==> src/rtl/coremacfilter_cdc_xfer_arb.sv <==
// Source-side round-robin arbiter that shares one toggle-handshake CDC channel between NUM_REQ requesters.
// Optional WAIT_ACK timeout and ERR state are enabled by defining CDC_XFER_TIMEOUT_EN.
module coremacfilter_cdc_xfer_arb #(
  parameter int NUM_REQ        = 4,
  parameter int DWIDTH         = 32,
  parameter int TIMEOUT_CYCLES = 1024,
  parameter int TO_CNT_W       = 11
) (
  input  logic                      clk_i,
  input  logic                      rst_i,
  input  logic [NUM_REQ-1:0]        req_i,
  input  logic [NUM_REQ*DWIDTH-1:0] data_i,
  output logic [NUM_REQ-1:0]        gnt_o,
  output logic [NUM_REQ-1:0]        done_o,
  output logic                      busy_o,
  output logic [DWIDTH-1:0]         xfer_data_o,
  output logic                      xfer_req_tgl_o,
  input  logic                      xfer_ack_tgl_i,
  output logic                      err_o,
  output logic [2:0]                err_id_o
);

  localparam int          PW  = $clog2(NUM_REQ);
  localparam int unsigned NR  = NUM_REQ;
  localparam logic [NUM_REQ-1:0] ONE = {{(NUM_REQ-1){1'b0}}, 1'b1};

  if (NUM_REQ < 2 || NUM_REQ > 8 || (2**TO_CNT_W) <= TIMEOUT_CYCLES) begin : g_bad_cfg
    $error("coremacfilter_cdc_xfer_arb: illegal parameter combination");
  end

  typedef enum logic [2:0] {
    ST_IDLE,
    ST_LOAD,
    ST_WAIT_ACK,
    ST_DONE,
    ST_ERR
  } state_t;

  state_t            state;
  logic [PW-1:0]     ptr;
  logic [PW-1:0]     sel;
  logic [PW-1:0]     sel_nxt;
  logic [PW-1:0]     cand;
  logic              cand_vld;
  logic              ack_m;
  logic              ack_s;
  logic              ack_d;
  logic              ack_hit;
  logic [DWIDTH-1:0] words [NUM_REQ];

  for (genvar k = 0; k < NUM_REQ; k++) begin : g_words
    assign words[k] = data_i[k*DWIDTH +: DWIDTH];
  end

  // ack_d is an edge detector behind the 2-flop synchroniser: only an ack_s
  // transition seen in WAIT_ACK/ERR counts, so stray toggles never complete a transfer.
  always_ff @(posedge clk_i or posedge rst_i) begin
    if (rst_i) begin
      ack_m <= 1'b0;
      ack_s <= 1'b0;
      ack_d <= 1'b0;
    end else begin
      ack_m <= xfer_ack_tgl_i;
      ack_s <= ack_m;
      ack_d <= ack_s;
    end
  end

  assign ack_hit = (ack_s != ack_d) && (ack_s == xfer_req_tgl_o);
  assign sel_nxt = (sel == PW'(NUM_REQ-1)) ? '0 : sel + 1'b1;

  always_comb begin
    int unsigned idx;
    idx      = 0;
    cand     = '0;
    cand_vld = 1'b0;
    for (int unsigned i = 0; i < NR; i++) begin
      idx = 32'(ptr) + i;
      if (idx >= NR) idx = idx - NR;
      if (!cand_vld && req_i[PW'(idx)]) begin
        cand_vld = 1'b1;
        cand     = PW'(idx);
      end
    end
  end

`ifdef CDC_XFER_TIMEOUT_EN
  logic [TO_CNT_W-1:0] to_cnt;
`endif

  always_ff @(posedge clk_i or posedge rst_i) begin
    if (rst_i) begin
      state          <= ST_IDLE;
      ptr            <= '0;
      sel            <= '0;
      gnt_o          <= '0;
      done_o         <= '0;
      busy_o         <= 1'b0;
      xfer_data_o    <= '0;
      xfer_req_tgl_o <= 1'b0;
`ifdef CDC_XFER_TIMEOUT_EN
      to_cnt         <= '0;
      err_o          <= 1'b0;
      err_id_o       <= '0;
`endif
    end else begin
      gnt_o  <= '0;
      done_o <= '0;
      case (state)
        ST_IDLE: begin
          if (cand_vld) begin
            sel         <= cand;
            xfer_data_o <= words[cand];
            gnt_o       <= ONE << cand;
            busy_o      <= 1'b1;
            state       <= ST_LOAD;
          end
        end
        ST_LOAD: begin
          xfer_req_tgl_o <= ~xfer_req_tgl_o;
`ifdef CDC_XFER_TIMEOUT_EN
          to_cnt         <= '0;
`endif
          state          <= ST_WAIT_ACK;
        end
        ST_WAIT_ACK: begin
          if (ack_hit) begin
            done_o <= ONE << sel;
            state  <= ST_DONE;
          end
`ifdef CDC_XFER_TIMEOUT_EN
          else if (to_cnt == TO_CNT_W'(TIMEOUT_CYCLES-1)) begin
            err_o    <= 1'b1;
            err_id_o <= 3'(sel);
            state    <= ST_ERR;
          end else begin
            to_cnt <= to_cnt + 1'b1;
          end
`endif
        end
        ST_DONE: begin
          ptr    <= sel_nxt;
          busy_o <= 1'b0;
          state  <= ST_IDLE;
        end
`ifdef CDC_XFER_TIMEOUT_EN
        ST_ERR: begin
          if (ack_hit) begin
            err_o  <= 1'b0;
            ptr    <= sel_nxt;
            busy_o <= 1'b0;
            state  <= ST_IDLE;
          end
        end
`endif
        default: begin
          busy_o <= 1'b0;
          state  <= ST_IDLE;
        end
      endcase
    end
  end

`ifndef CDC_XFER_TIMEOUT_EN
  assign err_o    = 1'b0;
  assign err_id_o = '0;
`endif

endmodule

==> config.mk <==
export PLATFORM = sky130hd
export DESIGN_NAME = coremacfilter_cdc_xfer_arb
export DESIGN_NICKNAME = d
export VERILOG_FILES = /design/src/rtl/coremacfilter_cdc_xfer_arb.sv
export SDC_FILE = /design/constraint.sdc
export NUM_CORES = 1
export LEC_CHECK = 0
export CAP_MARGIN = 5
export CELL_PAD_IN_SITES_DETAIL_PLACEMENT = 1
export CELL_PAD_IN_SITES_GLOBAL_PLACEMENT = 1
export CORE_ASPECT_RATIO = 1.5
export CORE_MARGIN = 10
export CORE_UTILIZATION = 30
export CTS_CLUSTER_DIAMETER = 120
export DETAILED_ROUTE_END_ITERATION = 7
export PLACE_DENSITY = 0.95
export SLEW_MARGIN = 20
export SYNTH_ARGS = -nofsm -noshare
export SYNTH_HDL_FRONTEND = slang
export SYNTH_SLANG_ARGS = --single-unit
==> constraint.sdc <==
create_clock -name clk_i -period 2.6 [get_ports clk_i]
set_clock_uncertainty 0.15 [all_clocks]
set_input_delay 0.52 -clock clk_i [delete_from_list [all_inputs] [get_ports clk_i]]
set_output_delay 0.52 -clock clk_i [all_outputs]
set_load 0.01 [all_outputs]
# Yosys cells after proc, flatten, opt, wreduce, memory -nomap -nowiden

Index checks and enable logic that the tools add are counted.

Flip-flop bits (word level): 52
Logic and storage cells: 86

Bitwise gates (word level): 3
Shifts and indexed selects: 2
Multiplexer cells: 33
Magnitude comparators: 9
Equality and inequality tests: 8
$add $sub $neg: 8
Reduce and logical (&&, ||, !) cells: 12

Operators by type and width:

| operator              | number |
|---|---|
| $bmux W32 S2          | 1 |
| $mux W32              | 2 |
| $mux W2               | 9 |
| $mux W4               | 4 |
| $ge A3 B3 Y1 const B  | 4 |
| $lt A2 B3 Y1 const B  | 4 |
| $mux W1               | 9 |
| $pmux W3 S3           | 1 |
| $bmux W1 S2           | 4 |
| $shl A1 B2 Y4 const A | 2 |
| $sub A2 B1 Y2 const B | 4 |
| $add A2 B2 Y3 const B | 2 |
| $eq A3 B2 Y1 const B  | 2 |
| $mux W3               | 2 |
| $reduce_and A2 Y1     | 3 |
| $logic_and A1 B1 Y1   | 4 |
| $ne A2 B2 Y1 const B  | 2 |
| $add A2 B1 Y3 const B | 1 |
| $eq A3 B1 Y1 const B  | 1 |
| $ge A2 B3 Y1 const B  | 1 |
| $logic_not A1 Y1      | 3 |
| $logic_not A3 Y1      | 1 |
| $not A2 Y3            | 1 |
| $add A2 B1 Y2 const B | 1 |
| other kinds (6)       | 7 |

# Longest topological paths before layout

Gate-level depths: netlist of run 1.

Depth after elaboration: 18
Mapped depth: 8
Mapped depth without buffers: 6

# Worst setup path before layout of run 1

OpenSTA, ideal clock, no wires.

Path type: input port to flip-flop
From: in req_i[1]
To: reg xfer_data_o[12]
Data required time: 2.322 ns
Slack: 0.754 ns
Arrival: 1.568 ns
Stages: 7
Path buffers: 3
Library setup time: 0.128 ns
Cells stage by stage: buf_4 nor4_4 nor2b_1 buf_2 clkbuf_1 o21ai_0 o22ai_1

Cells in the longest elaborated chain, start to end: 16
Elaborated cells on any way between the ends: 27
Those cells by class: mux: 19; bitwise: 1; reduce/logical: 7

Ends and longest elaborated chain:

| element                                      | RTL line | RTL |
|---|---|---|
| start: declaration                           | 11       | `input logic [NUM_REQ-1:0] req_i,` |
| $bmux W1 S2                                  | 80       | `if (!cand_vld && req_i[PW'(idx)]) begin` |
| $mux W1 (not written as such)                | 80       |  |
| $mux W1                                      | 80       |  |
| $logic_not A1 Y1                             | 80       |  |
| $logic_and A1 B1 Y1                          | 80       |  |
| $mux W1                                      | 80       |  |
| $logic_not A1 Y1                             | 80       |  |
| $logic_and A1 B1 Y1                          | 80       |  |
| $mux W1                                      | 80       |  |
| $logic_not A1 Y1                             | 80       |  |
| $logic_and A1 B1 Y1                          | 80       |  |
| $mux W2                                      | 80       |  |
| $not A2 Y3 (not written as such)             | 113      | `xfer_data_o <= words[cand];` |
| $bmux W32 S2                                 | 113      |  |
| $mux W32 (not written as such) (2 in series) | 113      |  |
| end signal: assignment                       | 113      |  |
| end: declaration                             | 16       | `output logic [DWIDTH-1:0] xfer_data_o,` |

Several ways; a longest one is shown, not always the timed one. The select of a mux whose other input is x is not followed.
A chain may end at the register's enable or synchronous reset.

# Worst setup path in the final report of run 1

From: in req_i[0]
To: reg xfer_data_o[12]

The elaborated chain is that of the path after synthesis.

==> results of run 1 <==
per-layer routing:
| layer | track usage | vias up | wire, µm |
|---|---|---|---|
| met5 | 0 | - | 0 |
| met4 | 0.0719 | 0 | 454 |
| met3 | 0.0403 | 28 | 789 |
| met2 | 0.343 | 142 | 7910 |
| met1 | 0.185 | 1715 | 5140 |
| li1 | - | 1570 | - |
cell usage in the layout, fill, tap and decap left out, types with 8 or more instances in the layout:
cell	netlist	routed
clkdlybuf4s50_1	0	176
dfrtp_1	51	51
o21ai_0	35	35
mux2i_1	32	32
nor2_1	26	26
a221oi_1	22	22
o22ai_1	22	22
buf_4	7	15
nand3_1	12	12
o21ai_1	13	12
a41oi_1	10	10
o2bb2ai_1	10	10
ha_1	8	8
buf_12	2	8
worst max-delay path, stage by stage:
cell and delay, ns:
clkdlybuf4s50_1 0.73, nor2b_4 0.26, nor3_2 0.07, o22ai_4 0.23
buf_12 0.22, mux2i_1 0.25, o22ai_1 0.11
state kept, by name, indices dropped and copies added, names as in the netlist:
name	flops
ack_d	1
ack_m	1
ack_s	1
busy_o	1
done_o	4
gnt_o	4
ptr	2
sel	2
state	2
xfer_data_o	32
xfer_req_tgl_o	1
layout make-up:
type | instances | area, µm²
clock inverter | 1 | 5.00
clock buffer | 6 | 139
timing repair buffer | 199 | 2030
inverter | 5 | 18.8
tap | 144 | 180
multi-input combinational | 237 | 1690
sequential | 51 | 1280
fill | 1185 | 5190
power breakdown:
part / switching (mW) / internal (mW) / leakage (nW)
sequential: 0.301 / 1.13 / 0.587
combinational: 1.58 / 1.63 / 1.50
clock: 0.293 / 0.377 / 0.0727
total: 2.17 / 3.14 / 2.16
worst max path at each step:
stage,startpoint,end,slack (ns),cells after the start
after floorplan,rst_i,ack_d$_DFF_PP0_,0.70,1
after global placement,req_i[0],xfer_data_o[20]$_DFFE_PP0P_,0.06,6
after detailed placement,req_i[0],xfer_data_o[12]$_DFFE_PP0P_,-0.11,7
after CTS,req_i[0],xfer_data_o[12]$_DFFE_PP0P_,0.21,7
after global routing,req_i[0],xfer_data_o[12]$_DFFE_PP0P_,0.05,7
final,req_i[0],xfer_data_o[12]$_DFFE_PP0P_,0.20,7
per-stage QoR:
step	power, mW	utilization	setup TNS [ns]
finish	5.31	0.507	0
global route	5.69	0.507	0
CTS	5.38	0.507	0
detailed placement	4.68	0.493	-1.26
global placement	4.45	0.493	0
floorplan	3.23	-	0
cell families after synthesis:
family / Yosys count / share of synthesized area
fa+ha+maj: 8 / 0.0312
simple gates: 62 / 0.102
other cells: 1 / 0.00117
buf+inv: 41 / 0.0865
xor+xnor: 1 / 0.00273
compound gates: 128 / 0.272
flops: 51 / 0.398
mux: 34 / 0.107
==> results by group, run 1 <==
STA
  • Crit path time final: 2.40 ns
  • Final number of setup-violating endpoints: 0
  • Fmax: 416 MHz
  • Slew @ Worst Pin: 0.607 ns
  • RSZ-0062 raised after global routing: no
  • Slew headroom: 0.595
  • Final Hold Viols: 0
  • Fin crit share: 0.923
  • Hold slack: 0.207 ns
  • Slew Limit Fails: 0
  • Setup WS post-layout: 0.199 ns

Worst hold path
  • HP Class: reg -> reg
  • Hold Path Depth: 0
  • Min-Delay Startpoint: ack_m$_DFF_PP0_
  • Hold worst-path end: ack_s$_DFF_PP0_

Pwr
  • Static Leak: 2.16 nW
  • Max VDD drop: 0.448 mV
  • PD cells: 994 nW/µm²

Route
  • Drt first pass iters: 4
  • WL final: 14,300 µm
  • Initial drt markers: 79
  • Post-DRT Antenna Nets: 0
  • DRC: 0
  • WL/cell: 22.2 µm
  • Vias: 3,455
  • Vias per cell: 5.37

Global route
  • Vias in the first global route: 4,012
  • Remaining Overflow, GRT: 0
  • Largest net degree at the start of global routing: 38
  • First-pass GRT wire length: 22,400 µm
  • GRT Resource Usage Total: 0.181
  • Initial antenna violation count: 0

Synth
  • #FFs+latches synth: 51
  • Post-synth cell types: 43
  • Synthesized area per cell: 9.85 µm²
  • Most frequent cells after synthesis: dfrtp_1 (51), o21ai_0 (35), mux2i_1 (32)
  • Asr flop ratio synth: 1.00
  • Ys flop type: dfrtp_1
  • Number of synthesis warnings: 0
  • Cell accounting for the most synthesized area: dfrtp_1
  • Top-count cell post-synth: dfrtp_1
  • Synth Cell Area: 3210 µm²
  • Post-synth EDFFs: 0
  • Cell count after synthesis: 326
  • Yosys top cell area share: 0.398
  • Largest cells by area after synthesis: dfrtp_1 (40%), mux2i_1 (10%), a221oi_1 (6.0%), o21ai_0 (5.5%), o22ai_1 (4.3%)
  • Seq/Total Area, Yosys: 0.398

Worst setup path
  • Worst reg2reg path depth: 6
  • Critical R2R Capture: xfer_data_o[12]$_DFFE_PP0P_
  • Req. time, crit path: 2.62 ns
  • Crit end category: register
  • Crit Path Class: in -> reg
  • Startpoint types: input port
  • Setup slack, reg-to-reg: 0.61 ns
  • CP Max Fanout: 18
  • Critical R2R Launch: ptr[0]$_DFFE_PP0N_
  • Worst EP arrival: 2.42 ns

Clock network
  • Worst-skew pair later-pin latency: 0.29 ns
  • CTS H-tree lvls: 2
  • Clock root cell: clkbuf_16
  • CTS Hold Bufs: 0
  • Num Clock Sinks: 51
  • Inserted Clock Buffers: 5
  • Reg clk slew, reported paths: 0.07 ns
  • Clk buf depth: 2
  • CTS tree: yes
  • PostCTS Resize Cnt: 0
  • Post-CTS Setup Inserts: 0

Run
  • Max cap viols: 0

Floorplan
  • Initial Util: 0.305
  • Die area: 15,300 µm²
  • # IOs: 181
  • Core Area: 10,500 µm²
  • DIE HEIGHT: 147 µm
  • Chip width: 104 µm
  • Rows: 46

Run status
  • Status: complete, no violations

Placed design
  • Placement Cell Area: 5200 µm²
  • Dpl ws: -0.113 ns
  • Routability Congestion: 0.784
  • Port Buffers: 176
  • Cells after DPL: 636
  • Dpl hpwl: 11,600 µm

Final layout
  • Area delta synth->final: 66.3%
  • Layout Cells excl Fill: 643
  • Fin area: 5340 µm²
  • ANT cells: 0
  • Layout cells sized above 1: 0.0802
  • NumNets Final: 642
(Power assumes the default switching activity.)
==> inputs of run 2 (changes only) <==
--- a/config.mk
+++ b/config.mk
@@ -5,7 +5,7 @@
 export SDC_FILE = /design/constraint.sdc
 export NUM_CORES = 1
 export LEC_CHECK = 0
-export CAP_MARGIN = 5
+export CAP_MARGIN = 20
 export CELL_PAD_IN_SITES_DETAIL_PLACEMENT = 1
 export CELL_PAD_IN_SITES_GLOBAL_PLACEMENT = 1
 export CORE_ASPECT_RATIO = 1.5
@@ -13,6 +13,7 @@
 export CORE_UTILIZATION = 30
 export CTS_CLUSTER_DIAMETER = 120
 export DETAILED_ROUTE_END_ITERATION = 7
+export GPL_TIMING_DRIVEN = 0
 export PLACE_DENSITY = 0.95
 export SLEW_MARGIN = 20
 export SYNTH_ARGS = -nofsm -noshare
==> run 2 against run 1 <==
Fmax down 0.61%. Critical path depth rose by 1. Sequential share of layout area is essentially flat. Die area unchanged. Combinational power up 2%. Largest cell class unchanged. Count of clock-buffer cells in the layout unchanged. Wire length grew 3.2%. Total power grew 4.1%. First-iteration DRC count grew 43%.
==> results by group, run 2 (same netlist as run 1, synthesis figures left out) <==
Final layout
  • Reg area: 1280 µm²
  • Most flops, register: xfer_data_o
  • NumNets Final: 653
  • Fillers: 1,210
  • Layout cells sized above 1: 0.0861
  • Largest regs: xfer_data_o: 32 flops, done_o: 4 flops, gnt_o: 4 flops
  • ANT cells: 0
  • Commonest cells after routing, fill and taps aside: clkdlybuf4s50_1 (173), dfrtp_1 (51), o21ai_0 (35)
  • Layout Cells excl Fill: 655
  • Area delta synth->final: 66.4%
  • Multi-input gate area: 1670 µm²
  • Most common cell after layout, fill and taps aside: clkdlybuf4s50_1
  • Largest register FFs: 32

Worst setup path
  • Worst reg2reg path depth: 7
  • Slowest stage delay, CP: 0.46 ns
  • Crit Path Class: in -> reg
  • Crit-path most repeated cell: buf_2
  • Buffers plus inverters on the worst setup path: 4
  • CP max-delay cell: clkdlybuf4s50_1
  • Req. time, crit path: 2.66 ns
  • Crit end category: register
  • Startpoint types: input port
  • Worst EP arrival: 2.48 ns
  • Critical path cell sequence: clkdlybuf4s50_1 -> buf_2 -> nor4_4 -> nor2b_1 -> buf_2 -> clkbuf_1 -> o21ai_0 -> o21ai_1
  • CP Max Fanout: 10
  • Critical R2R Launch: state[0]$_DFFE_PP0P_
  • CP top delay family: buffers and inverters
  • Setup slack, reg-to-reg: 0.36 ns
  • Critical R2R Capture: xfer_data_o[27]$_DFFE_PP0P_

Pwr
  • Pint: 3.26 mW
  • Combinational fraction of design power: 0.590
  • Sequential power share: 0.253
  • PD cells: 1030 nW/µm²
  • Max VDD drop: 0.459 mV
  • Clock Power Share: 0.157
  • Static Leak: 2.18 nW
  • Switching pwr: 2.26 mW
  • Sw Share: 0.410

Floorplan
  • DIE HEIGHT: 147 µm
  • Initial Util: 0.305
  • Die area: 15,300 µm²
  • Core Area: 10,500 µm²
  • # IOs: 181
  • Rows: 46
  • Chip width: 104 µm

STA
  • RSZ-0062 raised after global routing: no
  • Slew @ Worst Pin: 0.561 ns
  • Final Hold Viols: 0
  • Fin crit share: 0.929
  • Fmax: 414 MHz
  • Hold slack: 0.204 ns
  • Slew Limit Fails: 0
  • Slew headroom: 0.626
  • Final number of setup-violating endpoints: 0
  • Crit path time final: 2.42 ns

Placed design
  • Routability Congestion: 0.816
  • Dpl hpwl: 11,800 µm
  • Port Buffers: 173
  • Cells after DPL: 647

Clock network
  • Clock root cell: clkbuf_16
  • CTS H-tree lvls: 2
  • CTS tree: yes
  • Num Clock Sinks: 51
  • PostCTS Resize Cnt: 0
  • Worst-skew pair later-pin latency: 0.29 ns
  • Inserted Clock Buffers: 5
  • Clk buf depth: 2
  • Post-CTS Setup Inserts: 0
  • Reg clk slew, reported paths: 0.07 ns
  • CTS Hold Bufs: 0

Route
  • Post-DRT Antenna Nets: 0
  • Drt first pass iters: 4
  • Vias: 3,484
  • Initial drt markers: 113
  • WL final: 14,700 µm
  • DRC: 0
  • WL/cell: 22.5 µm
  • Vias per cell: 5.32

Worst hold path
  • HP Class: reg -> reg
  • Min-Delay Startpoint: ack_m$_DFF_PP0_
  • Hold Path Depth: 0
  • Hold worst-path end: ack_s$_DFF_PP0_

Global route
  • Largest net degree at the start of global routing: 30
  • GRT Resource Usage Total: 0.188
  • First-pass GRT wire length: 23,200 µm
  • Remaining Overflow, GRT: 0
  • Vias in the first global route: 4,039
  • Initial antenna violation count: 0

Run
  • Max cap viols: 0

Run status
  • Status: complete, no violations
## run 2: worst register-to-register path, stage by stage (launching register included)
cell	delay [ns]
dfrtp_1	0.42
inv_1	0.10
ha_1	0.27
nor2b_1	0.22
buf_2	0.27
clkbuf_1	0.38
o21ai_0	0.15
o21ai_1	0.19
## run 2: final cells by class
cell class / count / share of cell area
clock buffer: 6 / 0.0241
sequential: 51 / 0.239
clock inverter: 2 / 0.0112
multi-input combinational: 237 / 0.312
tap: 144 / 0.0337
buffer: 36 / 0.0485
inverter: 5 / 0.00351
timing repair buffer: 174 / 0.328
## run 2: worst max path at each step
stage | startpoint | to | slack (ns) | cells past startpoint
2_1_floorplan | rst_i | ack_d$_DFF_PP0_ | 0.70 | 1
3_3_place_gp | rst_i | xfer_data_o[3]$_DFFE_PP0P_ | -0.36 | 2
3_5_place_dp | req_i[3] | xfer_data_o[15]$_DFFE_PP0P_ | -0.12 | 8
4_1_cts | req_i[3] | xfer_data_o[15]$_DFFE_PP0P_ | 0.19 | 8
5_1_grt | req_i[3] | xfer_data_o[30]$_DFFE_PP0P_ | 0.03 | 8
6_report | req_i[3] | xfer_data_o[27]$_DFFE_PP0P_ | 0.18 | 8
## run 2: power by group through the flow
stage	logic (mW)	clock network, mW	registers [mW]
final	3.26	0.865	1.40
after global routing	3.56	0.918	1.45
after CTS	3.29	0.876	1.40
after detailed placement	3.28	0	1.41
after global placement	3.11	0	1.37
after floorplan	1.75	0	1.48
## run 2: routing by layer
metal	vias up	wire (µm)	global-route usage
met5	-	0	0
li1	1600	-	-
met1	1728	5600	0.198
met4	0	372	0.0691
met3	23	756	0.0416
met2	133	8020	0.353
## run 2: stage by stage
step | TNS [ns] | worst slack, ns | area, µm² | power [mW] | utilization
4_1_cts | 0 | 0.187 | 5340 | 5.56 | 0.507
6_report | 0 | 0.184 | 5340 | 5.52 | 0.507
5_1_grt | 0 | 0.0318 | 5340 | 5.93 | 0.507
2_1_floorplan | 0 | 0.700 | 3220 | 3.23 | -
3_3_place_gp | -18.53 | -0.363 | 5130 | 4.48 | 0.487
3_5_place_dp | -1.20 | -0.120 | 5150 | 4.69 | 0.489
